[config.mk]
export PLATFORM = sky130hd
export DESIGN_NAME = mul_div_unit
export DESIGN_NICKNAME = d
export VERILOG_FILES = /design/src/rtl/mul_div_unit.sv
export SDC_FILE = /design/constraint.sdc
export NUM_CORES = 1
export LEC_CHECK = 0
export CORE_ASPECT_RATIO = 1.4
export CORE_MARGIN = 5
export CORE_UTILIZATION = 50
export CTS_CLUSTER_DIAMETER = 150
export DETAILED_ROUTE_END_ITERATION = 12
export DONT_BUFFER_PORTS = 1
export PLACE_DENSITY = 0.68
export SLEW_MARGIN = 10
export SYNTH_ARGS = -nofsm -noshare
export SYNTH_HDL_FRONTEND = slang
export SYNTH_SLANG_ARGS = --single-unit
[constraint.sdc]
create_clock -name clk -period 4.48 [get_ports clk]
set_input_delay 1.344 -clock clk [delete_from_list [all_inputs] [get_ports clk]]
set_output_delay 1.344 -clock clk [all_outputs]
set_load 0.01 [all_outputs]
[src/rtl/mul_div_unit.sv]
// rtl/mul_div_unit.sv - iterative MULT/MULTU/DIV/DIVU unit feeding the HI/LO register file
// Optional build macro: MUL_DIV_FAST_MULT_EN (single-cycle multiplier instead of shift-add).
module mul_div_unit (
   input  logic        clk,
   input  logic        reset,
   input  logic        clk_enable,
   input  logic        start,
   input  logic [1:0]  op,
   input  logic [31:0] a,
   input  logic [31:0] b,
   output logic        busy,
   output logic        done,
   output logic [31:0] hi_out,
   output logic [31:0] lo_out,
   output logic        hi_write_enable,
   output logic        lo_write_enable
);

   typedef enum logic [1:0] {S_IDLE, S_MUL, S_DIV, S_DONE} state_t;

   state_t      state, state_next;
   logic [5:0]  count, count_next;
   logic        is_signed, sign_a, sign_b;
   logic [31:0] mag_a, mag_b;
   logic [63:0] acc, acc_next;
   logic [31:0] hi_next, lo_next;
   logic        load_result;
   logic        accept;

   logic [31:0] abs_a, abs_b, a_raw, quot_fix, rem_fix;
   logic [32:0] div_diff;
   logic [63:0] div_step;
   logic        neg_result;

   // op[0]=0 selects the signed variants (MULT, DIV)
   assign abs_a      = (!op[0] && a[31]) ? -a : a;
   assign abs_b      = (!op[0] && b[31]) ? -b : b;
   assign neg_result = is_signed & (sign_a ^ sign_b);
   assign a_raw      = (is_signed && sign_a) ? -mag_a : mag_a;

   // Restoring division: acc holds {remainder, dividend/quotient bits}
   assign div_diff = acc[63:31] - {1'b0, mag_b};
   assign div_step = div_diff[32] ? {acc[62:0], 1'b0} : {div_diff[31:0], acc[30:0], 1'b1};
   assign quot_fix = neg_result ? -acc[31:0] : acc[31:0];
   assign rem_fix  = (is_signed && sign_a) ? -acc[63:32] : acc[63:32];

`ifdef MUL_DIV_FAST_MULT_EN
   logic [63:0] fast_prod;
   assign fast_prod = {32'd0, mag_a} * {32'd0, mag_b};
`else
   logic [32:0] mul_sum;
   logic [63:0] mul_step;
   // Shift-add: acc holds {partial product, remaining multiplier bits}
   assign mul_sum  = {1'b0, acc[63:32]} + (acc[0] ? {1'b0, mag_a} : 33'd0);
   assign mul_step = {mul_sum, acc[31:1]};
`endif

   always_comb begin
      state_next  = state;
      count_next  = count;
      acc_next    = acc;
      hi_next     = hi_out;
      lo_next     = lo_out;
      load_result = 1'b0;
      accept      = 1'b0;
      case (state)
         S_IDLE: begin
            if (start) begin
               accept     = 1'b1;
               count_next = 6'd0;
               state_next = op[1] ? S_DIV : S_MUL;
               acc_next   = op[1] ? {32'd0, abs_a} : {32'd0, abs_b};
            end
         end
         S_MUL: begin
`ifdef MUL_DIV_FAST_MULT_EN
            {hi_next, lo_next} = neg_result ? -fast_prod : fast_prod;
            load_result = 1'b1;
            state_next  = S_DONE;
`else
            if (count == 6'd32) begin
               {hi_next, lo_next} = neg_result ? -acc : acc;
               load_result = 1'b1;
               state_next  = S_DONE;
            end else begin
               acc_next   = mul_step;
               count_next = count + 6'd1;
            end
`endif
         end
         S_DIV: begin
            if (mag_b == 32'd0) begin
               hi_next     = a_raw;
               lo_next     = 32'hFFFF_FFFF;
               load_result = 1'b1;
               state_next  = S_DONE;
            end else if (count == 6'd32) begin
               hi_next     = rem_fix;
               lo_next     = quot_fix;
               load_result = 1'b1;
               state_next  = S_DONE;
            end else begin
               acc_next   = div_step;
               count_next = count + 6'd1;
            end
         end
         default: state_next = S_IDLE;
      endcase
   end

   always_ff @(posedge clk) begin
      if (reset) begin
         state     <= S_IDLE;
         count     <= 6'd0;
         acc       <= 64'd0;
         is_signed <= 1'b0;
         sign_a    <= 1'b0;
         sign_b    <= 1'b0;
         mag_a     <= 32'd0;
         mag_b     <= 32'd0;
         hi_out    <= 32'd0;
         lo_out    <= 32'd0;
      end else if (clk_enable) begin
         state <= state_next;
         count <= count_next;
         acc   <= acc_next;
         if (accept) begin
            is_signed <= ~op[0];
            sign_a    <= a[31];
            sign_b    <= b[31];
            mag_a     <= abs_a;
            mag_b     <= abs_b;
         end
         if (load_result) begin
            hi_out <= hi_next;
            lo_out <= lo_next;
         end
      end
   end

   assign busy            = (state != S_IDLE);
   assign done            = (state == S_DONE);
   assign hi_write_enable = done;
   assign lo_write_enable = done;

endmodule

==> impl_metrics.py <==
metrics = {
    "clocking": {
        "cts_buffers": 23,
        "cts_setup_buffers": 0,
        "cts_max_level": 1,
        "insertion_delay_ns": 0.54,
        "clk_path_buf_depth": 3,
        "cts-resized-gates": 0,
        "tritoncts": "yes",
        "cts_hold_buffers": 0,
        "path_clk_slew_ns": 0.06,
        "clock-root-buffer": "clkbuf_16",
        "cts_sinks": 203,
    },
    "yosys": {
        "synth_flop_cell": "dfxtp_1",
        "synth.distinct_cells": 80,
        "synthCells": 2276,
        "synth_edf_count": 0,
        "ys_ff_latch": 203,
        "synth_nets": 2424,
        "synth-seq-area-share_pct": 24.48,
        "netlist_area_sq_um": 16600,
        "async_flop_share_pct": 0,
        "yosys_warnings": 0,
        "avgSynthCellArea_sq_um": 7.294,
    },
    "power_and_ir_drop": {
        "p_per_area_nw_per_um2": 287.4,
        "leakagePower_nw": 6.686,
        "p_total_mw": 5.099,
        "vdd_drop_max_mv": 0.2681,
    },
    "layout": {
        "regArea_sq_um": 4064,
        "multi_input_area_sq_um": 11640,
        "fin_nets": 2348,
        "area_delta_synth_final_pct": 6.866,
        "antennaDiodeCount": 0,
        "drive_above_1_share_pct": 5.821,
        "num-fill-cells": 3335,
    },
    "detailed_routing": {
        "first_iter_violations": 1675,
        "detail_route.wl_per_cell_um": 23.44,
        "vias_per_cell": 6.442,
        "ant_nets": 0,
        "firstDrtPassIters": 6,
        "wl_um": 62390,
        "vias": 17141,
        "route.detailed.drc": 0,
    },
    "sta": {
        "finalHoldViolations": 0,
        "slew_headroom_pct": 34.88,
        "min_period_ns": 3.890,
        "fin_tns_setup_ns": 0,
        "fmax_mhz": 257.1,
        "finalCritPeriodShare_pct": 86.83,
        "setup_viol": 0,
        "fin_worst_skew_ns": 0.02119,
        "drv_slew": 0,
        "rsz0062_at_grt": "no",
        "worstMarginPinSlew_ns": 0.9522,
    },
    "critical_path": {
        "path_buf_inv": 2,
        "timing_worst_setup_path_type": "flop to flop",
        "arrival_ns": 4.32,
        "critPathTopFamily": "compound AO/OA/AOI/OAI gates",
        "timing.rr.start": "acc[32]",
        "crit_path_max_fanout": 19,
        "crit_chain": "inv_1 -> fa_1 -> nand2b_1 -> a211oi_1 -> o311ai_0 -> a211oi_1 -> o211ai_1 -> nand3_1 -> buf_4 -> a32o_1 -> a21oi_1 -> a221oi_1",
        "slowest_delay_ns": 0.53,
        "reg2reg_slack_ns": 0.59,
        "startpoint": "acc[32]",
        "cp-start-kind": "flop",
        "worst-path-stages": 12,
        "worstPathRequired_ns": 4.91,
        "rr_worst_depth": 12,
        "reg2reg_to": "acc[59]",
        "critical_path.slowest_cell": "dfxtp_1",
        "crit_end": "acc[59]",
        "crit_top_cell": "a211oi_1",
        "end_kind": "flop",
    },
    "floorplan": {
        "fp.dieW_um": 164.0,
        "io_pins": 138,
        "fp.dieH_um": 225.6,
        "start_util_pct": 50.29,
        "placementRows": 79,
        "die_area_sq_um": 37000,
        "core-area_sq_um": 33010,
    },
    "run": {
        "max_cap_violations": 0,
    },
    "placed_design": {
        "dpl.hpwl_um": 48540,
        "portBuffers": 0,
        "gp_congestion": 1.045,
    },
    "min_path": {
        "hold_class": "flop to flop",
        "hold_start": "sign_b",
    },
    "global_route": {
        "grt_pass1_vias": 16070,
        "grt_usage_pct": 32.63,
        "antenna_found_initial": 0,
        "grt_max_degree": 155,
        "grt_pass1_wl_um": 94280,
        "overflow": 0,
    },
    "run_status": {
        "status": "finished clean",
    },
}
synthesized netlist by cell type (all sizes together), types with 17 or more instances:
| cell type | instances | area, sq um |
|---|---|---|
| a31oi | 26 | 162.7 |
| a211oi | 86 | 645.6 |
| o211ai | 47 | 362.8 |
| nand2b | 20 | 125.1 |
| xor2 | 98 | 858.3 |
| and2 | 39 | 244.0 |
| o21ai | 131 | 655.6 |
| nor3 | 52 | 265.3 |
| mux2i | 17 | 170.2 |
| dfxtp | 203 | 4064 |
| nor2 | 267 | 1010 |
| a22oi | 44 | 330.3 |
| buf | 24 | 118.9 |
| nor2b | 23 | 143.9 |
| a21oi | 222 | 1111 |
| xnor2 | 128 | 1121 |
| nor4 | 33 | 206.5 |
| nand3 | 22 | 110.1 |
| ha | 76 | 950.9 |
| inv | 76 | 285.3 |
| a21o | 32 | 240.2 |
| or3 | 18 | 117.6 |
| a311oi | 19 | 166.4 |
| o31ai | 22 | 165.2 |
| or4 | 20 | 157.7 |
| nand2 | 210 | 788.3 |
| clkbuf | 137 | 515.5 |
power breakdown:
part	internal (mW)	total (mW)	switching (mW)	leakage, nW
combinational	0.421	1.22	0.796	4.67
sequential	1.89	2.02	0.133	1.65
clock	1.07	1.86	0.796	0.362
total	3.37	5.10	1.72	6.69
stage by stage:
step	std cells	instance area, sq um	hold WS (ns)	setup WS [ns]	utilization (%)
after global routing	2661	17740	0.5118	0.3787	53.74
after floorplan	2276	16600	0.4363	0.5147	-
after global placement	2620	17010	0.4533	0.5880	51.53
after CTS	2661	17740	0.4752	0.6821	53.74
final	2661	17740	0.4769	0.5901	53.74
after detailed placement	2620	17010	0.4665	0.5291	51.53
how the worst min path moves through the flow:
stage               cells after the start        end  slack [ns]
CTS                                     2     sign_b        0.48
detailed placement                      2  mag_b[24]        0.47
finish                                  2     sign_b        0.48
global placement                        2     sign_b        0.45
floorplan                               2  mag_a[30]        0.44
global route                            2  mag_b[30]        0.51
placed cells by master (no fill, tap or decap), types with 19 or more instances in the layout:
| master | n |
|---|---|
| nor2_1 | 264 |
| a21oi_1 | 222 |
| nand2_1 | 210 |
| dfxtp_1 | 203 |
| xnor2_1 | 128 |
| o21ai_0 | 126 |
| xor2_1 | 98 |
| a211oi_1 | 86 |
| inv_1 | 75 |
| ha_1 | 74 |
| buf_4 | 59 |
| nor3_1 | 51 |
| o211ai_1 | 45 |
| a22oi_1 | 44 |
| and2_1 | 39 |
| nor4_1 | 33 |
| a21o_1 | 32 |
| a31oi_1 | 26 |
| nor2b_1 | 23 |
| clkbuf_16 | 23 |
| nand3_1 | 22 |
| o31ai_1 | 22 |
| nand2b_1 | 20 |
| a311oi_1 | 19 |
layer usage:
layer | GRT usage, % | vias to the layer above | share of wire [%]
met5 | 0 | - | 0
met2 | 56.17 | 778 | 48
li1 | - | 8076 | -
met4 | 21.68 | 0 | 8.2
met3 | 4.473 | 247 | 6.8
met1 | 37.47 | 8040 | 37
worst min-delay path, stage by stage, from the launching register on:
cell and delay, ns:
dfxtp_1 0.32, nand2_1 0.06, a21oi_1 0.05
sequential cells by signal, summed over array words and instances, names as in the netlist:
| name | cells |
|---|---|
| sign_a | 1 |
| acc | 64 |
| hi_out | 32 |
| state | 2 |
| count | 6 |
| lo_out | 32 |
| mag_b | 32 |
| is_signed | 1 |
| sign_b | 1 |
| mag_a | 32 |
final cells by class:
type	count	share of cell area, %
flip-flops and latches	203	22.91
well taps	445	3.138
repair buffers	60	2.609
inverters	76	1.608
multi-input cells	1836	65.62
clock inverters	5	0.2045
clock buffers	36	3.914
logic make-up (layout without fill, tap and decap cells):
| family | count (synthesis) | after routing | synth area share, % |
|---|---|---|---|
| AO/OA/AOI/OAI | 754 | 754 | 29.49 |
| flip-flops | 203 | 203 | 24.48 |
| multiplexers | 18 | 18 | 1.093 |
| AND/OR/NAND/NOR | 760 | 760 | 21.51 |
| adder cells (fa/ha/maj) | 78 | 78 | 5.969 |
| XOR/XNOR | 226 | 226 | 11.92 |
| buffers and inverters | 237 | 177 | 5.539 |
(Power assumes the default switching activity.)
